[src/rtl/fpmult_pipe.sv]
// rtl/fpmult_pipe.sv - four-stage pipelined floating-point multiplier with RNE rounding and exception flags
module fpmult_pipe #(
    parameter int EXP_W = 8,
    parameter int MAN_W = 23
) (
    input  logic                 clk,
    input  logic                 reset,
    input  logic                 in_valid,
    output logic                 in_ready,
    input  logic [EXP_W+MAN_W:0] dataa,
    input  logic [EXP_W+MAN_W:0] datab,
    output logic                 out_valid,
    input  logic                 out_ready,
    output logic [EXP_W+MAN_W:0] result,
    output logic [2:0]           flags
);
    localparam int W  = 1 + EXP_W + MAN_W;
    localparam int EW = EXP_W + 2;
    localparam int PW = 2 * MAN_W + 2;
    localparam logic signed [EW-1:0] BIAS    = EW'((1 << (EXP_W - 1)) - 1);
    localparam logic signed [EW-1:0] EXP_MAX = EW'((1 << EXP_W) - 1);
    localparam logic signed [EW-1:0] ONE     = EW'(1);
    localparam logic signed [EW-1:0] ZERO_E  = '0;

    // tag bits travel alongside the datapath: {sign, nan, invalid, inf, zero}
    localparam int T_SIGN = 4;
    localparam int T_NAN  = 3;
    localparam int T_INV  = 2;
    localparam int T_INF  = 1;
    localparam int T_ZERO = 0;

    logic adv;
    assign adv      = out_ready | ~out_valid;
    assign in_ready = adv | reset;

    logic [EXP_W-1:0] ea, eb;
    logic [MAN_W-1:0] fa, fb;
    logic             a_zero, a_inf, a_nan, b_zero, b_inf, b_nan;
    logic [MAN_W:0]   ma, mb;
    logic [4:0]       tag_n;
    logic signed [EW-1:0] e_sum;

    assign ea = dataa[W-2:MAN_W];
    assign eb = datab[W-2:MAN_W];
    assign fa = dataa[MAN_W-1:0];
    assign fb = datab[MAN_W-1:0];

    always_comb begin
        a_zero = (ea == '0);
        b_zero = (eb == '0);
        a_inf  = (ea == '1) && (fa == '0);
        b_inf  = (eb == '1) && (fb == '0);
        a_nan  = (ea == '1) && (fa != '0);
        b_nan  = (eb == '1) && (fb != '0);
        ma     = a_zero ? '0 : {1'b1, fa};
        mb     = b_zero ? '0 : {1'b1, fb};
        e_sum  = $signed({2'b00, ea}) + $signed({2'b00, eb}) - BIAS;
        tag_n          = '0;
        tag_n[T_SIGN]  = dataa[W-1] ^ datab[W-1];
        tag_n[T_INV]   = (a_inf & b_zero) | (b_inf & a_zero);
        tag_n[T_NAN]   = a_nan | b_nan | tag_n[T_INV];
        tag_n[T_INF]   = a_inf | b_inf;
        tag_n[T_ZERO]  = a_zero | b_zero;
    end

    logic                 s1_valid, s2_valid, s3_valid;
    logic [4:0]           s1_tag, s2_tag, s3_tag;
    logic [MAN_W:0]       s1_ma, s1_mb;
    logic signed [EW-1:0] s1_e, s2_e, s3_e;
    logic [PW-1:0]        s2_p;
    logic [MAN_W-1:0]     s3_frac;

    logic [MAN_W-1:0]     n_man;
    logic                 n_guard, n_sticky, rnd_up;
    logic signed [EW-1:0] n_e;
    logic [MAN_W:0]       rnd;

    // Normalise the product into [1,2), then round to nearest even on guard/sticky.
    always_comb begin
        if (s2_p[PW-1]) begin
            n_man    = s2_p[PW-2:MAN_W+1];
            n_guard  = s2_p[MAN_W];
            n_sticky = |s2_p[MAN_W-1:0];
            n_e      = s2_e + ONE;
        end else begin
            n_man    = s2_p[PW-3:MAN_W];
            n_guard  = s2_p[MAN_W-1];
            n_sticky = |s2_p[MAN_W-2:0];
            n_e      = s2_e;
        end
        rnd_up = n_guard & (n_sticky | n_man[0]);
        rnd    = {1'b0, n_man} + {{MAN_W{1'b0}}, rnd_up};
    end

    logic [W-1:0] res_n;
    logic [2:0]   flg_n;

    always_comb begin
        res_n = {s3_tag[T_SIGN], s3_e[EXP_W-1:0], s3_frac};
        flg_n = 3'b000;
        if (s3_tag[T_NAN]) begin
            res_n = {1'b0, {EXP_W{1'b1}}, 1'b1, {(MAN_W-1){1'b0}}};
            flg_n = {s3_tag[T_INV], 2'b00};
        end else if (s3_tag[T_INF]) begin
            res_n = {s3_tag[T_SIGN], {EXP_W{1'b1}}, {MAN_W{1'b0}}};
        end else if (s3_tag[T_ZERO]) begin
            res_n = {s3_tag[T_SIGN], {(W-1){1'b0}}};
        end else if (s3_e >= EXP_MAX) begin
            res_n = {s3_tag[T_SIGN], {EXP_W{1'b1}}, {MAN_W{1'b0}}};
            flg_n = 3'b010;
        end else if (s3_e <= ZERO_E) begin
            res_n = {s3_tag[T_SIGN], {(W-1){1'b0}}};
            flg_n = 3'b001;
        end
    end

    always_ff @(posedge clk) begin
        if (reset) begin
            s1_valid  <= 1'b0;
            s2_valid  <= 1'b0;
            s3_valid  <= 1'b0;
            out_valid <= 1'b0;
            result    <= '0;
            flags     <= '0;
        end else if (adv) begin
            s1_valid  <= in_valid;
            s2_valid  <= s1_valid;
            s3_valid  <= s2_valid;
            out_valid <= s3_valid;
            result    <= s3_valid ? res_n : '0;
            flags     <= s3_valid ? flg_n : 3'b000;
        end
    end

    // Datapath registers need no reset; their stage valid bits qualify them.
    always_ff @(posedge clk) begin
        if (adv) begin
            s1_tag  <= tag_n;
            s1_ma   <= ma;
            s1_mb   <= mb;
            s1_e    <= e_sum;
            s2_tag  <= s1_tag;
            s2_p    <= PW'(s1_ma) * PW'(s1_mb);
            s2_e    <= s1_e;
            s3_tag  <= s2_tag;
            s3_frac <= rnd[MAN_W-1:0];
            s3_e    <= n_e + $signed({{(EW-1){1'b0}}, rnd[MAN_W]});
        end
    end
endmodule

[config.mk]
export PLATFORM = sky130hd
export DESIGN_NAME = fpmult_pipe
export DESIGN_NICKNAME = d
export VERILOG_FILES = /design/src/rtl/fpmult_pipe.sv
export SDC_FILE = /design/constraint.sdc
export NUM_CORES = 2
export LEC_CHECK = 0
export CORE_MARGIN = 2
export CORE_UTILIZATION = 45
export DETAILED_ROUTE_END_ITERATION = 16
export GPL_ROUTABILITY_DRIVEN = 0
export GPL_TIMING_DRIVEN = 0
export PLACE_DENSITY = 0.62
export SYNTH_ARGS = -nofsm -noshare
export SYNTH_HDL_FRONTEND = slang
export SYNTH_SLANG_ARGS = --single-unit
[constraint.sdc]
create_clock -name clk -period 8.5 [get_ports clk]
set_input_delay 0.85 -clock clk [delete_from_list [all_inputs] [get_ports clk]]
set_output_delay 0.85 -clock clk [all_outputs]
set_load 0.05 [all_outputs]
# --- Yosys cells after proc, flatten, opt, wreduce, memory -nomap -nowiden ---
# Index checks and enable logic that the tools add are counted.
totals:
  ff_bits: 203
  latchBits: 0
  ramBits: 0
  mem_bits_ro: 0
  in_bits: 68
  output_inout_bits: 37
  word_cells: 71
  n_memories: 0
op_classes:
  n_addsub: 5
  multipliers: 1
  div: 0
  magnitude_cmp: 2
  eq_ne: 2
  shift: 0
  muxes: 18
  bitwise: 13
  n_reduce_logical: 12
op_table:
  columns: ["operator", "n"]
  rows:
  - ["$mux W31", 4]
  - ["$mux W32", 2]
  - ["$mul A24 B24 Y48", 1]
  - ["$mux W24", 2]
  - ["$logic_not A23 Y1", 2]
  - ["$reduce_bool A23 Y1", 2]
  - ["$add A23 B1 Y24", 1]
  - ["$mux W23", 1]
  - ["$reduce_or A23 Y1", 1]
  - ["$reduce_or A22 Y1", 1]
  - ["$eq A8 B8 Y1 const B", 2]
  - ["$logic_not A8 Y1", 2]
  - ["$add A10 B2 Y10", 1]
  - ["$add A10 B2 Y10 const B", 1]
  - ["$ge A10 B9 Y1 const B", 1]
  - ["$le A10 B1 Y1 const B", 1]
  - ["$mux W10", 1]
  - ["$sub A9 B7 Y10 const B", 1]
  - ["$add A8 B8 Y9", 1]
  - ["$or A1 B1 Y1", 8]
  - ["$mux W2", 3]
  - ["$mux W3", 2]
  - ["$logic_and A1 B1 Y1", 4]
  - ["$and A1 B1 Y1", 3]
  - ["other kinds (3)", 5]

# --- Logic depth before layout (Yosys ltp) ---
depth:
  word_depth: 7
  ltp_mapped: 25
  depth_no_buf: 24

# --- Worst setup path after synthesis ---
# Ideal clock, no wire load.
synth_path:
  kind: "flip-flop to flip-flop"
  start: "reg s1_mb[3]"
  end: "reg s2_p[44] (data pin)"
  setup_time_ps: 260
  arrival_ps: 6244
  t_required_ps: 8240
  setup_slack_ps: 1996
  stages_incl_launch_ff: 24
  path_buffers: 1
  synth_period_minus_slack_ps: 6504
  cell_sequence: "edfxtp_1 clkbuf_1 nand2_1 fa_1 inv_1 fa_1 inv_1 fa_1 inv_1 fa_1 fa_1 fa_1 inv_1 fa_1 inv_1 ha_1 and3_1 o211ai_1 a2111o_1 o211a_4 o311a_1 nor2_2 a221oi_2 xnor2_1"
synth_via:
  elab_chain_len: 1
synth_rtl:
  columns: ["item", "line", "rtl"]
  rows:
  - ["start: declaration", "68", "logic [MAN_W:0] s1_ma, s1_mb;"]
  - ["start signal: assignment", "140", "s1_mb <= mb;"]
  - ["$mul A24 B24 Y48", "143", "s2_p <= PW'(s1_ma) * PW'(s1_mb);"]
  - ["end signal: assignment", "143", null]
  - ["end: declaration", "70", "logic [PW-1:0] s2_p;"]
# Every way passes these cells.
# A chain may end at the register's enable or synchronous reset.

# --- Worst setup path after layout ---
layout_path:
  start: "reg s1_ma[18]"
  end: "reg s2_p[39] (data pin)"
layout_via:
  elab_chain_len: 1
layout_rtl:
  columns: ["item", "line", "rtl"]
  rows:
  - ["start: declaration", "68", null]
  - ["start signal: assignment", "139", "s1_ma <= ma;"]
  - ["$mul A24 B24 Y48", "143", null]
# Every way passes these cells.

==> out/qor.txt <==
Hpwl dp -> 67500 µm
Unrepaired setup endpoints after global routing -> no
Post-detailed-route wirelength per cell -> 21.7 µm
Tmin final -> 8.14 ns
Die Area -> 63400 µm²
Worst Tran Pin Value -> 1.21 ns
Worst Hold Path Cells -> 0
Core area -> 60600 µm²
Row count -> 90
Post-synth EDFFs -> 164
Buf+Inv Stages, Crit Path -> 8
Via density -> 5.40
H-Tree Depth -> 1
#FFs+latches synth -> 203
GRT Util Overall -> 26.5%
Synthesized net count -> 3576
Ys flop type -> edfxtp_1
Hold Vio Cnt, Final -> 0
DR iter-0 viols -> 1576
CP delay by family, top -> adder cells
Final setup TNS -> 0 ns
Synth warnings -> 0
Reg-to-reg setup timing slack -> 0.36 ns
Total Wirelength -> 81900 µm
Initial antenna violation count -> 2
Largest net degree at the start of global routing -> 108
Stages on the worst setup path -> 24
Fin nets -> 3708
Seq/Total Area, Yosys -> 20.6%
Fin util -> 50.4%
Postcts setup bufs -> 0
Hold Buf Count CTS -> 0
DR DRC count -> 0
Die H -> 252 µm
Number of top-level pins -> 105
Crit path arrival time -> 8.45 ns
Cell area after synthesis -> 27600 µm²
Fin Clk Skew -> 0.0218 ns
Chip width -> 252 µm
Clock tree buffer depth -> 3
Slowest cell delay on critical path -> 0.77 ns
Clock root buffer -> clkbuf_16
Critical path peak fanout -> 10
Worst hold path type -> register to register
Clock transition at the registers of the reported paths -> 0.06 ns
Post-Syn Area per Cell -> 9.76 µm²
Commonest non-fill, non-tap cells in the layout -> inv_1 (573), fa_1 (483), and2_1 (367)
Outcome -> finished clean
Post-synth top area cell -> fa_1
CP Capture Type -> register
Clock sinks -> 203
Crit path launch type -> register
Initial Util -> 45.6%
DP Area -> 29700 µm²
Critical path's slowest cell -> clkbuf_1
Top post-synthesis cells by area -> fa_1 (35%), edfxtp_1 (18%), ha_1 (8.7%), and2_1 (8.3%), inv_1 (7.8%)
DRT Pass-1 Iters -> 6
Vias -> 20331
Critical Path RT -> 8.82 ns
First-pass GRT wire length -> 127000 µm
Most frequent CP cell -> fa_1
CTS Buf Count -> 25
Share of layout cells above drive strength 1 -> 2.21%
Vias in the first global route -> 21721
Fin crit share -> 95.8%
Rel. slew slack -> 18.8%
Post-synth top area share -> 35.0%
Most common cell after layout, fill and taps aside -> inv_1
Max Cap Violations -> 0
CTS tree -> built
CTS resizes -> 0
Ys async rst share -> 0%
Post-synthesis cell type count -> 65
Routed Antenna Nets -> 0
Layout area overhead -> 10.4%
Setup violators final -> 0
Pre-CTS setup slack -> 0.716 ns
Max-slew violation count -> 0
Critical path, cell by cell -> clkbuf_1, nand2_1, fa_1, inv_1, fa_1, inv_1, fa_1, fa_1, inv_1, fa_1, fa_1, inv_1, fa_1, inv_1, ha_1, clkbuf_1, nand4_1, nor2_1, inv_1, a211oi_1, o21ai_0, nand3_1, a21oi_1, xnor2_1
Critical path class -> register to register
Filler instances -> 5620
Worst Reg-to-Reg Cells -> 24
Design Area, Final -> 30500 µm²
IO buf count -> 104
F_max -> 123 MHz
Total grt overflow -> 0
Final worst setup slack -> 0.361 ns
Worst-skew pair later-pin latency -> 0.59 ns
Syn Inst Count -> 2832
-- layout make-up --
class                   count  area, µm²  area share (%)
well taps                 782        978            3.21
flip-flops and latches    203       5710            18.7
clock inverters            15        148           0.484
diodes                      1       2.50         0.00820
plain buffers             128        492            1.61
inverters                 574       2160            7.09
repair buffers            105       1070            3.50
clock buffers              31        669            2.19
multi-input cells        1927      19300            63.2
-- flip-flops by register name, summed over array words and instances, names as in the netlist, 10 cells and up --
signal,flops
s2_p,48
result,32
s1_ma,24
s1_mb,24
s3_frac,23
s1_e,10
s2_e,10
s3_e,10
-- Yosys cell counts (8+ instances only) --
| library cell | instances |
|---|---|
| nand3_1 | 22 |
| a22o_1 | 32 |
| xnor2_1 | 61 |
| a21oi_1 | 74 |
| fa_1 | 483 |
| nand2_1 | 347 |
| and3_1 | 8 |
| xor2_1 | 38 |
| and2_1 | 367 |
| nor2_1 | 52 |
| o21bai_1 | 14 |
| nor2b_1 | 10 |
| nand2b_1 | 10 |
| nor3_1 | 14 |
| ha_1 | 193 |
| nand4_1 | 22 |
| a21o_1 | 24 |
| nor4_1 | 24 |
| o21ai_0 | 46 |
| inv_1 | 574 |
| clkbuf_1 | 118 |
| dfxtp_1 | 39 |
| edfxtp_1 | 164 |
-- per-stage QoR --
| stage | hold slack (ns) | instances |
|---|---|---|
| floorplan | 0.400 | 2832 |
| global placement | 0.403 | 3718 |
| detailed placement | 0.407 | 3719 |
| CTS | 0.421 | 3765 |
| global route | 0.429 | 3765 |
| finish | 0.419 | 3766 |
-- logic make-up (layout without fill, tap and decap cells) --
logic type	Yosys count	count (layout)	synth area share, %
flip-flops	203	203	20.6
other	0	1	0
AND/OR/NAND/NOR	895	895	16.6
AO/OA/AOI/OAI	248	248	5.98
XOR/XNOR	99	99	3.14
buffers and inverters	702	853	9.57
multiplexers	9	9	0.335
adder cells (fa/ha/maj)	676	676	43.7
-- routing by layer --
metal	vias up	global-route usage (%)	part of all wire (%)	wire length, µm
met1	10199	35.7	42	34200
li1	8995	-	-	-
met4	0	10.8	5.0	4060
met3	214	6.55	9.7	7950
met2	923	41.2	44	35600
met5	-	0	0	0
-- path summary, 6_finish.rpt --
kind             start        end
min reg2reg  s2_tag[3]  s3_tag[3]
min          s2_tag[3]  s3_tag[3]
max          s1_ma[18]   s2_p[39]
max reg2reg  s1_ma[18]   s2_p[39]
Power is not shown: default switching activity piles up to over one toggle a cycle in this logic, so the estimate is an artifact.
